File: config.mk
export PLATFORM = sky130hd
export DESIGN_NAME = lowres_cmd_responder
export DESIGN_NICKNAME = d
export VERILOG_FILES = /design/src/rtl/lowres_cmd_pkg.sv /design/src/rtl/lowres_cmd_responder_beat_counter.sv /design/src/rtl/lowres_cmd_responder.sv
export SDC_FILE = /design/constraint.sdc
export NUM_CORES = 1
export LEC_CHECK = 0
export ABC_CLOCK_PERIOD_IN_PS = 1600
export CAP_MARGIN = 20
export CORE_ASPECT_RATIO = 0.75
export CORE_MARGIN = 2
export CORE_UTILIZATION = 42
export DETAILED_ROUTE_END_ITERATION = 10
export PLACE_DENSITY = 0.84
export SETUP_SLACK_MARGIN = 0.02
export SYNTH_ARGS = -nofsm -noshare
export SYNTH_HDL_FRONTEND = slang
export SYNTH_SLANG_ARGS = --single-unit
export TNS_END_PERCENT = 10
File: constraint.sdc
create_clock -name clk -period 1.6 [get_ports clk]
set_input_delay 0.24 -clock clk [delete_from_list [all_inputs] [get_ports clk]]
set_output_delay 0.24 -clock clk [all_outputs]
set_load 0.1 [all_outputs]
File: src/rtl/lowres_cmd_pkg.sv
// rtl/lowres_cmd_pkg.sv - opcode, payload-type and state definitions shared by the responder and the adapter
package lowres_cmd_pkg;

    localparam int PK_WORDS   = 328;
    localparam int SK_WORDS   = 640;
    localparam int SIG_WORDS  = 605;
    localparam int SEED_WORDS = 8;

    // STOR/LOAD are 2-bit opcodes in op[3:2]; the rest use all four bits
    localparam logic [1:0] OPCODE_STOR         = 2'b11;
    localparam logic [1:0] OPCODE_LOAD         = 2'b10;
    localparam logic [3:0] OPCODE_IDLE         = 4'b0000;
    localparam logic [3:0] OPCODE_DIGEST_MSG   = 4'b0001;
    localparam logic [3:0] OPCODE_SIGN         = 4'b0010;
    localparam logic [3:0] OPCODE_SIGN_PRECOMP = 4'b0011;
    localparam logic [3:0] OPCODE_VRFY         = 4'b0100;
    localparam logic [3:0] OPCODE_VRFY_PRECOMP = 4'b0101;
    localparam logic [3:0] OPCODE_ILLEGAL      = 4'b0110;
    localparam logic [3:0] OPCODE_KGEN         = 4'b0111;

    localparam logic [1:0] TYPE_PK   = 2'b00;
    localparam logic [1:0] TYPE_SK   = 2'b01;
    localparam logic [1:0] TYPE_SIG  = 2'b10;
    localparam logic [1:0] TYPE_SEED = 2'b11;

    typedef enum logic [1:0] {
        ST_IDLE       = 2'd0,
        ST_XFER       = 2'd1,
        ST_EXEC_START = 2'd2,
        ST_EXEC_WAIT  = 2'd3
    } resp_state_t;

    function automatic logic op_is_compute(input logic [3:0] op);
        return (op[3] == 1'b0) && (op != OPCODE_IDLE) && (op != OPCODE_ILLEGAL);
    endfunction

    function automatic logic [9:0] xfer_len(input logic [1:0] ptype);
        case (ptype)
            TYPE_PK:  return 10'(PK_WORDS);
            TYPE_SK:  return 10'(SK_WORDS);
            TYPE_SIG: return 10'(SIG_WORDS);
            default:  return 10'(SEED_WORDS);
        endcase
    endfunction

endpackage

File: src/rtl/lowres_cmd_responder_beat_counter.sv
// rtl/lowres_cmd_responder_beat_counter.sv - lowres_beat_counter: 10-bit word index with clear, increment and last-word compare
module lowres_beat_counter (
    input  logic       clk,
    input  logic       rst,
    input  logic       clear,
    input  logic       incr,
    input  logic [9:0] len,
    output logic [9:0] count,
    output logic       last
);

    assign last = (count == (len - 10'd1));

    // Wraps to 0 on the final word so the next transfer starts clean
    always_ff @(posedge clk) begin
        if (rst || clear) begin
            count <= 10'd0;
        end else if (incr) begin
            count <= last ? 10'd0 : count + 10'd1;
        end
    end

endmodule

File: src/rtl/lowres_cmd_responder.sv
// rtl/lowres_cmd_responder.sv - opcode decoder/sequencer for store, load and compute; LOWRES_CMD_ERR_EN enables op_err
module lowres_cmd_responder
    import lowres_cmd_pkg::*;
(
    input  logic       clk,
    input  logic       rst,
    input  logic [3:0] op_in,
    input  logic       op_valid_in,
    output logic       ready_out,
    output logic       xfer_active,
    output logic       xfer_dir,
    output logic [1:0] xfer_type,
    output logic [9:0] xfer_idx,
    input  logic       xfer_beat,
    output logic       exec_start,
    output logic [3:0] exec_op,
    input  logic       exec_done,
    output logic       op_err
);

    resp_state_t state_q, state_d;
    logic        accept;
    logic        accept_xfer;
    logic        accept_exec;
    logic        last_word;

    assign accept      = (state_q == ST_IDLE) && op_valid_in;
    assign accept_xfer = accept && op_in[3];
    assign accept_exec = accept && op_is_compute(op_in);

    assign ready_out   = (state_q == ST_IDLE);
    assign xfer_active = (state_q == ST_XFER);
    assign exec_start  = (state_q == ST_EXEC_START);

    always_comb begin
        state_d = state_q;
        case (state_q)
            ST_IDLE: begin
                if (accept_xfer)      state_d = ST_XFER;
                else if (accept_exec) state_d = ST_EXEC_START;
            end
            ST_XFER:       if (xfer_beat && last_word) state_d = ST_IDLE;
            ST_EXEC_START: state_d = ST_EXEC_WAIT;
            ST_EXEC_WAIT:  if (exec_done) state_d = ST_IDLE;
            default:       state_d = ST_IDLE;
        endcase
    end

    always_ff @(posedge clk) begin
        if (rst) begin
            state_q   <= ST_IDLE;
            xfer_dir  <= 1'b0;
            xfer_type <= TYPE_PK;
            exec_op   <= OPCODE_IDLE;
        end else begin
            state_q <= state_d;
            if (accept_xfer) begin
                xfer_dir  <= (op_in[3:2] == OPCODE_STOR);
                xfer_type <= op_in[1:0];
            end
            if (accept_exec) begin
                exec_op <= op_in;
            end
        end
    end

    lowres_beat_counter u_beat_counter (
        .clk   (clk),
        .rst   (rst),
        .clear (accept_xfer),
        .incr  (xfer_active && xfer_beat),
        .len   (xfer_len(xfer_type)),
        .count (xfer_idx),
        .last  (last_word)
    );

`ifdef LOWRES_CMD_ERR_EN
    always_ff @(posedge clk) begin
        if (rst) begin
            op_err <= 1'b0;
        end else if (accept && (op_in == OPCODE_ILLEGAL)) begin
            op_err <= 1'b1;
        end
    end
`else
    assign op_err = 1'b0;
`endif

endmodule

==> After elaboration in Yosys (flattened, before gate mapping) <==
Index checks and enable logic that the tools add are counted.
{ "word_totals": {"regBits": 19, "in_bits": 9, "out_inout_bits": 21, "word_cells": 38} }
{ "classes": {"n_addsub": 2, "n_eq_ne": 11, "n_mux": 7, "bitwise_logic": 1, "n_reduce_logical": 12} }
{ "ops": {"columns": ["operator", "count"], "rows": [
  ["10-bit one-hot mux with 3 select lines", 1],
  ["10-bit by 1-bit adder with 10-bit output (second input constant)", 1],
  ["10-bit equality test", 1],
  ["10-bit 2-to-1 mux", 1],
  ["10-bit by 1-bit subtractor with 10-bit output (second input constant)", 1],
  ["2-bit equality test (second input constant)", 4],
  ["2-bit 2-to-1 mux", 4],
  ["2-bit one-hot mux with 4 select lines", 1],
  ["1-bit logical AND", 7],
  ["2-bit by 1-bit equality test with 1-bit output (second input constant)", 2],
  ["2-bit zero test", 2],
  ["4-bit by 3-bit inequality test with 1-bit output (second input constant)", 1],
  ["4-bit nonzero test", 1],
  ["3-bit by 1-bit inequality test with 1-bit output (second input constant)", 1],
  ["3-bit AND reduction", 1],
  ["2-bit by 1-bit inequality test with 1-bit output (second input constant)", 1],
  ["2-bit inequality test (second input constant)", 1],
  ["1-bit logical OR", 1],
  ["1-bit inverter", 1]
]} }

==> Longest topological paths before layout <==
{ "logic_depth": {"ltp_word": 7, "ltp_mapped": 6, "depth_no_buf": 6} }

==> Hierarchy <==
A second synthesis with hierarchy kept.
{ "hier_totals": {"cells_unflattened": 172, "area_unflattened_um2": 1415.1} }
{ "by_module_without_submodules": {"columns": ["module", "n_inst", "cells_each", "area_each_um2", "seq_area_each_um2"], "rows": [
  ["lowres_beat_counter", 1, 114, 883.3, 200.2],
  ["lowres_cmd_responder", 1, 58, 531.8, 180.2]
]} }

==> Worst setup path after synthesis <==
No wires, ideal clock.
{ "synth_path": {"kind": "register to register", "start": "reg xfer_type[1]", "end": "reg state_q[0]", "setup_time_ns": 0.211, "t_arrival_ns": 2.411, "required_ns": 1.389, "slack_ns": -1.022, "stages_incl_launch_ff": 7, "n_path_buf": 0, "synth_period_minus_slack_ns": 2.622, "path_cell_list": "dfxtp_1 inv_1 ha_1 xnor2_1 nand4_2 nor4_4 a2111oi_2"} }
{ "synth_between": {"elab_chain_cells": 7, "elab_cells_between_ends": 9, "cone_classes": "1 x add/sub; 4 x eq/ne; 1 x mux; 3 x reduce/logical"} }
{ "synth_rtl": {"columns": ["item", "line", "text"], "rows": [
  ["start, declared", "lowres_cmd_responder.sv:12", "output logic [1:0] xfer_type,"],
  ["start signal, assigned", "lowres_cmd_responder.sv:59", "xfer_type <= op_in[1:0];"],
  ["2-bit equality test (tied with other cells)", "lowres_cmd_pkg.sv:38", "case (ptype)"],
  ["10-bit one-hot mux with 3 select lines (*)", "lowres_cmd_pkg.sv:38", null],
  ["10-bit by 1-bit subtractor with 10-bit output (*)", "lowres_cmd_responder_beat_counter.sv:12", "assign last = (count == (len - 10'd1));"],
  ["10-bit equality test (*)", "lowres_cmd_responder_beat_counter.sv:12", null],
  ["1-bit logical AND (*)", "lowres_cmd_responder.sv:42", "ST_XFER: if (xfer_beat && last_word) state_d = ST_IDLE;"],
  ["2-bit by 1-bit inequality test with 1-bit output (no source line) (*)", null, null],
  ["3-bit AND reduction (no source line) (*)", null, null],
  ["end signal, assigned", "lowres_cmd_responder.sv:56", "state_q <= state_d;"],
  ["end, declared", "lowres_cmd_responder.sv:21", "resp_state_t state_q, state_d;"]
]} }
Every way passes the cells marked *; elsewhere a longest branch is shown, timed or not.
A chain may end at the register's enable or synchronous reset.

==> Final worst setup path <==
{ "layout_path": {"start": "reg xfer_type[1]", "end": "reg u_beat_counter.count[6]"} }
{ "layout_between": {"elab_chain_cells": 5, "elab_cells_between_ends": 7, "cone_classes": "1 x add/sub; 3 x eq/ne; 2 x mux; 1 x reduce/logical"} }
{ "layout_rtl": {"columns": ["item", "line", "text"], "rows": [
  ["2-bit equality test (tied with other cells)", "lowres_cmd_pkg.sv:38", null],
  ["10-bit one-hot mux with 3 select lines (*)", "lowres_cmd_pkg.sv:38", null],
  ["10-bit by 1-bit subtractor with 10-bit output (*)", "lowres_cmd_responder_beat_counter.sv:12", null],
  ["10-bit equality test (*)", "lowres_cmd_responder_beat_counter.sv:12", null],
  ["10-bit 2-to-1 mux (*)", "lowres_cmd_responder_beat_counter.sv:19", "count <= last ? 10'd0 : count + 10'd1;"],
  ["end signal, assigned", "lowres_cmd_responder_beat_counter.sv:19", null],
  ["end, declared", "lowres_cmd_responder_beat_counter.sv:8", "output logic [9:0] count,"]
]} }
Marked as above.

==> results by group <==
Yosys
  • Sequential area share after synthesis: 0.354
  • Post-synthesis compound-gate area fraction: 0.111
  • Cells after Synth: 113
  • Post-Synth XOR/XNOR Area: 0.0978
  • Mapped cell area: 1070 um^2
  • EDFF count, synth: 0
  • Syn_area_per_cell: 9.51 um^2
  • Post-Synth Simple-Gate Area: 0.299
  • Post-Syn Nets: 128
  • Area contributors post-synth: dfxtp_1 35%, ha_1 7.0%, xnor2_1 5.7%
  • Ys Warns: 0
  • Synth unique cells: 39
  • Main combinational cell family by area after synthesis: simple AND/OR/NAND/NOR gates
  • Main flop type after synthesis: dfxtp_1
  • Multiplexer share of the synthesized area: 0.0279
  • Largest area contributor in the netlist: dfxtp_1
  • Top-area cell type share of the netlist area: 0.354
  • Register bit total from synthesis: 19
  • Synth async-reset ratio: 0
  • Adder-Cell Fraction of Synth Area: 0.0698

Clock network
  • TritonCTS Buffers: 3
  • CTS root buf: clkbuf_4
  • Clock Path Buffers: 2
  • Clk sinks: 19
  • Reg clk slew, reported paths: 0.12 ns
  • Worst skew pair latency: 0.32 ns
  • CTS HTree Levels: 1
  • CTS tree: built

Route
  • Detail Route Antenna Nets: 0
  • Wire length per cell: 19.7 um
  • Via count: 1120
  • Total Wirelength: 3880 um
  • Via density: 5.69
  • Residual DRC count: 0
  • Drt first-iter violations: 56
  • DRT Pass-1 Iters: 4

STA
  • Final Critical Period: 1.73 ns
  • RSZ-0062 raised after global routing: yes
  • Final Max Tran Viols: 0
  • Hold Fails Final Rpt: 0
  • Final worst-path cycle share: 1.08
  • Final setup fails: 11
  • Final TNS setup: -1.19 ns
  • Skew final: 0.0158 ns
  • Fmax: 577 MHz
  • Setup WS post-layout: -0.132 ns

Flow run
  • Maxcap violations: 0

Finish
  • Multi-input logic area: 863 um^2
  • Fin util: 0.854
  • Share of cells above drive strength 1: 0.546
  • Most frequent cells in the layout: 20 x buf_12, 19 x buf_4, 10 x nor2_1
  • Antenna Cells: 0
  • Register area: 407 um^2
  • Nets: 179
  • # fillers: 123
  • Most common cell after layout, fill and taps aside: buf_12
  • Area grow syn2layout: 87.9%
  • Final Cell Area: 2020 um^2

Pwr
  • Seq pwr share: 0.420
  • Peak supply drop: 0.422 mV
  • Switch share: 0.369
  • Pwr/cell area: 599 nW/um^2
  • Int Power: 763 uW
  • Leakage: 0.771 nW
  • P_sw: 447 uW
  • Combinational fraction of design power: 0.362
  • Part of the power in the clock network: 0.218

GRT
  • Met3 Resource Use GR: 0.0941
  • GR met2 Demand/Resource: 0.454
  • M1 GR Usage: 0.230
  • GR Overflow Total: 0
  • Pin count of the biggest net entering global routing: 11
  • GRT Util Overall: 0.235
  • First-pass GRT wire length: 5040 um
  • Number of global-route vias before repair: 1069
  • Busiest grt layer: met2
  • Initial antenna violation count: 0

Setup path
  • Max Fanout on Critical Path: 8
  • Critical Path RT: 1.81 ns
  • Critical Path AT: 1.94 ns
  • CP Class: reg2reg
  • CP startpoint kind: register
  • Worst setup EP type: register

Floorplan
  • Die area: 2980 um^2
  • I/O pins: 30
  • Core footprint: 2360 um^2
  • DIE WIDTH: 62.4 um
  • Initial core utilization: 0.454
  • Die H: 47.8 um
  • Placement Rows: 15

Place
  • Hpwl dp: 2370 um
  • I/O Buffers: 28
  • Area post-placement: 1780 um^2
  • GP Congestion: 0.841

Run status
  • Status: complete, but fails checks
  • Failing checks: setup timing

Min path
  • Hold Crit Class: reg2reg
## sequential cells by signal, summed over array words and instances (netlist names)
register and count:
exec_op 4, u_beat_counter.count 10, xfer_dir 1, xfer_type 2
state_q 2
## Yosys cell counts, drive strengths merged, types with 2 or more instances
cell	n
nor3	8
nand4	5
nor4	2
inv	5
ha	6
and3	2
xor2	5
nor2	12
xnor2	7
o31ai	3
buf	4
a21oi	5
nand2	5
or4	2
mux2i	3
and3b	3
dfxtp	19
a211oi	2
## repair_timing
item                       4_1_cts  5_1_grt
setup endpoints to repair       12       14
resized for setup               16       16
cloned                           0        0
hold endpoints to repair         0        0
hold buffers                     0        0
buffers inserted                 3        1
pin swaps                        8        4
## metrics by stage
step | cells | hold slack [ns] | total power, mW | worst slack (ns)
after floorplan | 113 | 0.377 | 0.745 | -0.312
after global placement | 190 | 0.494 | 0.891 | -0.138
after detailed placement | 190 | 0.522 | 0.901 | -0.235
after CTS | 196 | 0.539 | 1.18 | -0.110
after global routing | 197 | 0.584 | 1.24 | -0.227
final | 197 | 0.565 | 1.21 | -0.132
## worst max-delay path: stages, from the launching register on
cell and delay (ns):
dfxtp_4 0.37, buf_6 0.12, ha_4 0.15, xor2_2 0.20, nand4_4 0.20, nor4_4 0.32, buf_6 0.20, nor3_1 0.07
## cells by family (layout without fill, tap and decap cells)
family,count (synthesis),after routing
simple gates,47,47
flops,19,19
compound gates,16,16
xor+xnor,12,12
buf+inv,9,59
fa+ha+maj,6,6
mux,3,3
other cells,1,1
## power by group through the flow
stage                     sequential [mW]  combinational [mW]  clock [mW]
after floorplan                     0.575               0.170           0
after global placement              0.514               0.376           0
after detailed placement            0.516               0.384           0
after CTS                           0.506               0.408       0.265
after global routing                0.510               0.453       0.282
final                               0.509               0.438       0.263
## area by class of cell
cell class	count	area share
Clock buffer	4	0.0130
Inverter	5	0.0118
Multi-Input combinational cell	85	0.428
Sequential cell	19	0.201
Tap cell	34	0.0211
Timing Repair Buffer	50	0.325
## path summary, 6_finish.rpt
path                           startpoint                 endpoint  slack (ns)  cells after the start
setup reg to reg             xfer_type[1]  u_beat_counter.count[6]       -0.13                      7
hold reg to reg   u_beat_counter.count[1]  u_beat_counter.count[1]        0.56                      2
setup / recovery             xfer_type[1]  u_beat_counter.count[6]       -0.13                      7
hold / removal    u_beat_counter.count[1]  u_beat_counter.count[1]        0.56                      2
## per-layer routing
metal	share of wire	wire (um)
met1	0.36	1390
met4	0.040	157
met2	0.53	2080
met5	0	0
met3	0.065	253
No activity file was read; power rests on OpenSTA's default activity.
==> RTL change 1 (config.mk and constraints unchanged) <==
Add a define of `LOWRES_CMD_ERR_EN`.
--- a/src/rtl/lowres_cmd_responder.sv
+++ b/src/rtl/lowres_cmd_responder.sv
@@ -1,3 +1,5 @@
 // rtl/lowres_cmd_responder.sv - opcode decoder/sequencer for store, load and compute; LOWRES_CMD_ERR_EN enables op_err
+`define LOWRES_CMD_ERR_EN
+
 module lowres_cmd_responder
     import lowres_cmd_pkg::*;
Function: changed (a bounded check fails within 4 cycles, from zero or initial values and one cycle with rst high).
==> RTL change 1 against the original RTL <==
Combinational power shrank 15%. Setup slack better by 34 ps. Final area decreased by 9.4%. Cell count rose by 1.0%. Clock skew fell by 4.5 ps. Power decreased by 0.53%. Sequential cell count rose by 1. The flow still finishes with violations (negative setup slack). Sequential share of layout area rose by 2.2 points. Largest cell class unchanged. Sequential power up 4%. Wire length fell by 22%. Synthesized area shrank 1.3%.
==> RTL change 1: results (changes against the original RTL) <==
Outcome -> complete, but fails checks
Violated checks -> negative setup slack
Total GRT Usage -> 21.53% (-1.9 points)
Vias in the first global route -> 1,043 (-2.4%)
Met3 GRT Util -> 5.946% (-3.5 points)
Pwr Density -> 657.7 mW/mm^2 (+9.8%)
Synthesized Nets -> 131 (+2.3%)
GP Congestion -> 0.8848 (+5.2%)
CP Capture Point -> u_beat_counter.count[9]$_SDFFE_PP0P_
Leakage power -> 0.7263 nW (-5.9%)
Met1 GRT Util -> 25.25% (+2.3 points)
Non-Filler Instances -> 199 (+1.0%)
IO buf count -> 29 (+3.6%)
Reg-to-Reg Start -> state_q[1]$_SDFFE_PP0P_
Post-DP HPWL -> 2.194 mm (-7.3%)
Mapped Cells -> 116 (+2.7%)
Drt via density -> 5.372 (-5.5%)
CP max-delay cell -> nor4_1
WL per Instance -> 15.24 microns (-23%)
NumNets Final -> 181 (+1.1%)
First-pass GRT wire length -> 4.540 mm (-10%)
Count of cell types in the netlist -> 30 (-23%)
Hold Path End -> exec_op[0]$_SDFFE_PP0N_
Filler Cell Count -> 143 (+16%)
Grt met2 use -> 36.67% (-8.7 points)
Layout cell share with drive strength beyond 1 -> 38.18% (-16 points)
Setup Viol. Count Final -> 11 (unchanged)
Initial DRC count -> 81 (+45%)
WHS -> 501.2 ps (-63.53 ps)
Comb power -> 0.000373 W (-15%)
Synth cell count leaders -> dfxtp_1 (20), nor3_1 (13), nand2_1 (10)
CP startpoint -> state_q[1]$_SDFFE_PP0P_
Placed cell areas -> 0.001720 sq mm (-3.2%)
Met3 WL post-DR -> 242 microns (-4.3%)
Setup bufs post-CTS -> 0 (-3)
Met2 wire length -> 1.527 mm (-26%)
Synth Area in Adders -> 7.075% (+0.091 points)
VDD IR max -> 0.5499 mV (+30%)
Synth Area in Compound Gates -> 5.189% (-5.9 points)
Worst Slack Setup Final -> -97.84 ps (+33.85 ps)
Post-Synth XOR/XNOR Area -> 12.38% (+2.6 points)
Worst r2r path cells -> 4 (-3)
Sequential share of the synthesized area -> 37.74% (+2.3 points)
RTL change 1: logic make-up (layout without fill, tap and decap cells):
logic type | count (synthesis) | in the layout
buffers and inverters | 10 | 58
flip-flops | 20 | 20
AND/OR/NAND/NOR | 50 | 50
XOR/XNOR | 15 | 15
AO/OA/AOI/OAI | 9 | 10
adder cells (fa/ha/maj) | 6 | 6
multiplexers | 6 | 6
RTL change 1: repair_timing:
item	CTS	global route
gates resized for setup	7	6
cloned	1	0
pin swaps	7	2
setup endpoints to repair	12	15
RTL change 1: layout make-up:
class,instances,area [sq um],area share (%)
Sequential cell,20,409.1,22.37
Tap cell,34,42.54,2.326
Clock buffer,4,36.28,1.984
Timing Repair Buffer,49,650.6,35.57
Inverter,5,21.27,1.163
Multi-Input combinational cell,87,669.4,36.59
RTL change 1: worst min-delay path: cells and delay by family (launching register included):
kind | cells | cell delay, ps
flops | 1 | 350
simple gates | 1 | 60
compound gates | 1 | 50
==> RTL change 2 (same flow settings) <==
Made on the original files. Re-encode `resp_state_t` (4 states) as Gray code, 2 bits wide.
--- a/src/rtl/lowres_cmd_pkg.sv
+++ b/src/rtl/lowres_cmd_pkg.sv
@@ -25,8 +25,8 @@
 
     typedef enum logic [1:0] {
-        ST_IDLE       = 2'd0,
-        ST_XFER       = 2'd1,
-        ST_EXEC_START = 2'd2,
-        ST_EXEC_WAIT  = 2'd3
+        ST_IDLE       = 2'b00,
+        ST_XFER       = 2'b01,
+        ST_EXEC_START = 2'b11,
+        ST_EXEC_WAIT  = 2'b10
     } resp_state_t;
 
Formal check against the unedited RTL: same outputs for any inputs over 10 cycles, from zero or initial values and one cycle with rst high; not proved beyond that.
==> RTL change 2 against the original RTL <==
The flow still finishes with violations (negative setup slack). Final area down 3.8%. Sequential cell count unchanged. Count of clock-buffer cells in the layout down 1. Setup slack better by 29 ps. Power down 4.1%. Worst hold slack worse by 16 ps. Synthesized cell count up 3.5%. Critical path type unchanged. Clock skew about the same. Utilization down 9.0 points. Critical path depth up 1. Wire length down 10%. Synthesized area up 2.4%.
==> RTL change 2: results (changes against the original RTL) <==
Outcome -> complete, but fails checks
Violated checks -> negative setup slack
TritonCTS Buffers -> 3 (unchanged)
Root Buffer -> clkbuf_4
Largest net degree at the start of global routing -> 12 (+1)
Post-DP HPWL -> 2.457 mm (+3.8%)
Vias in the first global route -> 1,145 (+7.1%)
DRT Pass-1 Iters -> 4 (unchanged)
Total GRT Usage -> 22.84% (-0.62 points)
Mapped Cells -> 117 (+3.5%)
Layout cell share with drive strength beyond 1 -> 51.18% (-3.4 points)
Synthesized Nets -> 132 (+3.1%)
Worst Slack Setup Final -> -102.7 ps (+29.02 ps)
Placed cell areas -> 0.001798 sq mm (+1.2%)
Main area contributors after synthesis -> dfxtp_1 (35%), ha_1 (6.8%), xor2_1 (4.8%), nor2_1 (3.4%), nor3_1 (3.2%)
WP data arrival -> 1920 ps (-20 ps)
NumNets Final -> 186 (+3.9%)
Routed via count -> 1,160 (+3.6%)
Sw frac -> 35.66% (-1.3 points)
Synth warn -> 0 (unchanged)
IO buf count -> 28 (unchanged)
First-pass GRT wire length -> 5.382 mm (+6.7%)
Initial antenna violation count -> 0 (unchanged)
Buffer depth of the longest clock path -> 2 (unchanged)
Worst Path Max Fanout -> 3 (-5)
Clock H-tree levels -> 1 (unchanged)
Synth cell count leaders -> dfxtp_1 (19), nor2_1 (10), nor3_1 (7)
Clk_lat worst skew -> 320 ps (about the same)
Cells after DPL -> 195 (+2.6%)
Drt via density -> 5.631 (-0.95%)
Biggest registers after layout -> u_beat_counter.count x10, exec_op x4
Setup bufs post-CTS -> 3 (unchanged)
Fraction of registers with async set/reset -> 0% (unchanged)
Cells resized by post-CTS repair -> 9 (-7)
Setup Viol. Count Final -> 7 (-4)
ANT cells -> 0 (unchanged)
Initial DRC count -> 26 (-54%)
Max incr delay on CP -> 370 ps (about the same)
Count of cell types in the netlist -> 44 (+13%)
DP Worst Slack -> -204.6 ps (+30.71 ps)
Top delay family on crit path -> buffers and inverters
GP Congestion -> 0.8379 (-0.39%)
Setup TNS -> -601.3 ps (+592.0 ps)
Final ANT Viol Nets -> 0 (unchanged)
WL per Instance -> 16.87 microns (-14%)
Sequential share of the synthesized area -> 34.55% (-0.84 points)
Clk slew on worst S/H paths -> 120 ps (about the same)
Leakage power -> 0.7895 nW (+2.3%)
Clock skew -> 15.50 ps (-0.2584 ps)
HP Class -> input port to flip-flop
VDD IR max -> 0.4969 mV (+18%)
CP max-delay cell -> dfxtp_4
[RTL change 2: cell count changes after synthesis, sizes merged, moves of 2 or more]
cell / change
and2: +2
nand4: -3
nand3: +4
o211ai: +2
nor2: -2
or3: +2
xnor2: -3
o31ai: -2
or4: -2
o21ai: +2
[RTL change 2: area by class of cell]
cell class / count / area, sq um
Sequential cell: 19 / 401.6
Inverter: 5 / 23.77
Tap cell: 36 / 45.04
Multi-Input combinational cell: 89 / 768.2
Clock buffer: 3 / 22.52
Timing Repair Buffer: 53 / 675.6
Clock inverter: 1 / 5.005
Fill cell: 146 / 600.6
[RTL change 2: worst min-delay path: cells and delay by family]
| kind | cells | cell delay (ps) |
|---|---|---|
| compound gates | 2 | 170 |
| buf+inv | 1 | 440 |
[RTL change 2: path summary, 6_finish.rpt]
kind / end / startpoint / slack (ps) / depth (start not counted)
min: state_q[0]$_SDFFE_PP0P_ / op_valid_in / 550 / 3
min reg2reg: exec_op[3]$_SDFFE_PP0N_ / exec_op[3]$_SDFFE_PP0N_ / 560 / 1
max reg2reg: u_beat_counter.count[7]$_SDFFE_PP0P_ / xfer_type[1]$_SDFFE_PP0P_ / -100 / 8
max: u_beat_counter.count[7]$_SDFFE_PP0P_ / xfer_type[1]$_SDFFE_PP0P_ / -100 / 8
[RTL change 2: power by group through the flow]
| stage | clock network [W] | registers [W] | logic [W] |
|---|---|---|---|
| 2_1_floorplan | 0 | 0.000577 | 0.000171 |
| 3_3_place_gp | 0 | 0.000517 | 0.000369 |
| 3_5_place_dp | 0 | 0.000519 | 0.000378 |
| 4_1_cts | 0.000250 | 0.000509 | 0.000386 |
| 5_1_grt | 0.000273 | 0.000513 | 0.000412 |
| 6_report | 0.000253 | 0.000510 | 0.000397 |
[RTL change 2: cells by family (layout without fill, tap and decap cells)]
family	after synthesis	in the layout	synth area share, %
AOI/OAI and AO/OA	19	19	12.50
xor gates and xnor gates	11	11	9.999
adders and majority gates	6	6	6.818
buffers and inverters	9	62	4.773
DFF	19	19	34.55
muxes	3	3	2.727
other	1	1	0.3406
and+or+nand+nor	49	49	28.30
[RTL change 2: stage by stage]
stage / hold slack [ps] / total power (W)
floorplan: 377.3 / 0.0007478
global placement: 495.3 / 0.0008860
detailed placement: 518.5 / 0.0008971
CTS: 541.1 / 0.001145
global route: 572.9 / 0.001197
finish: 549.0 / 0.001160
[RTL change 2: per-layer routing]
| metal | vias up | share of wire [%] | GRT usage (%) |
|---|---|---|---|
| met4 | 0 | 4.4 | 7.407 |
| met2 | 55 | 52 | 42.02 |
| li1 | 531 | - | - |
| met1 | 552 | 38 | 26.43 |
| met5 | - | 0 | 0 |
| met3 | 22 | 5.6 | 4.651 |
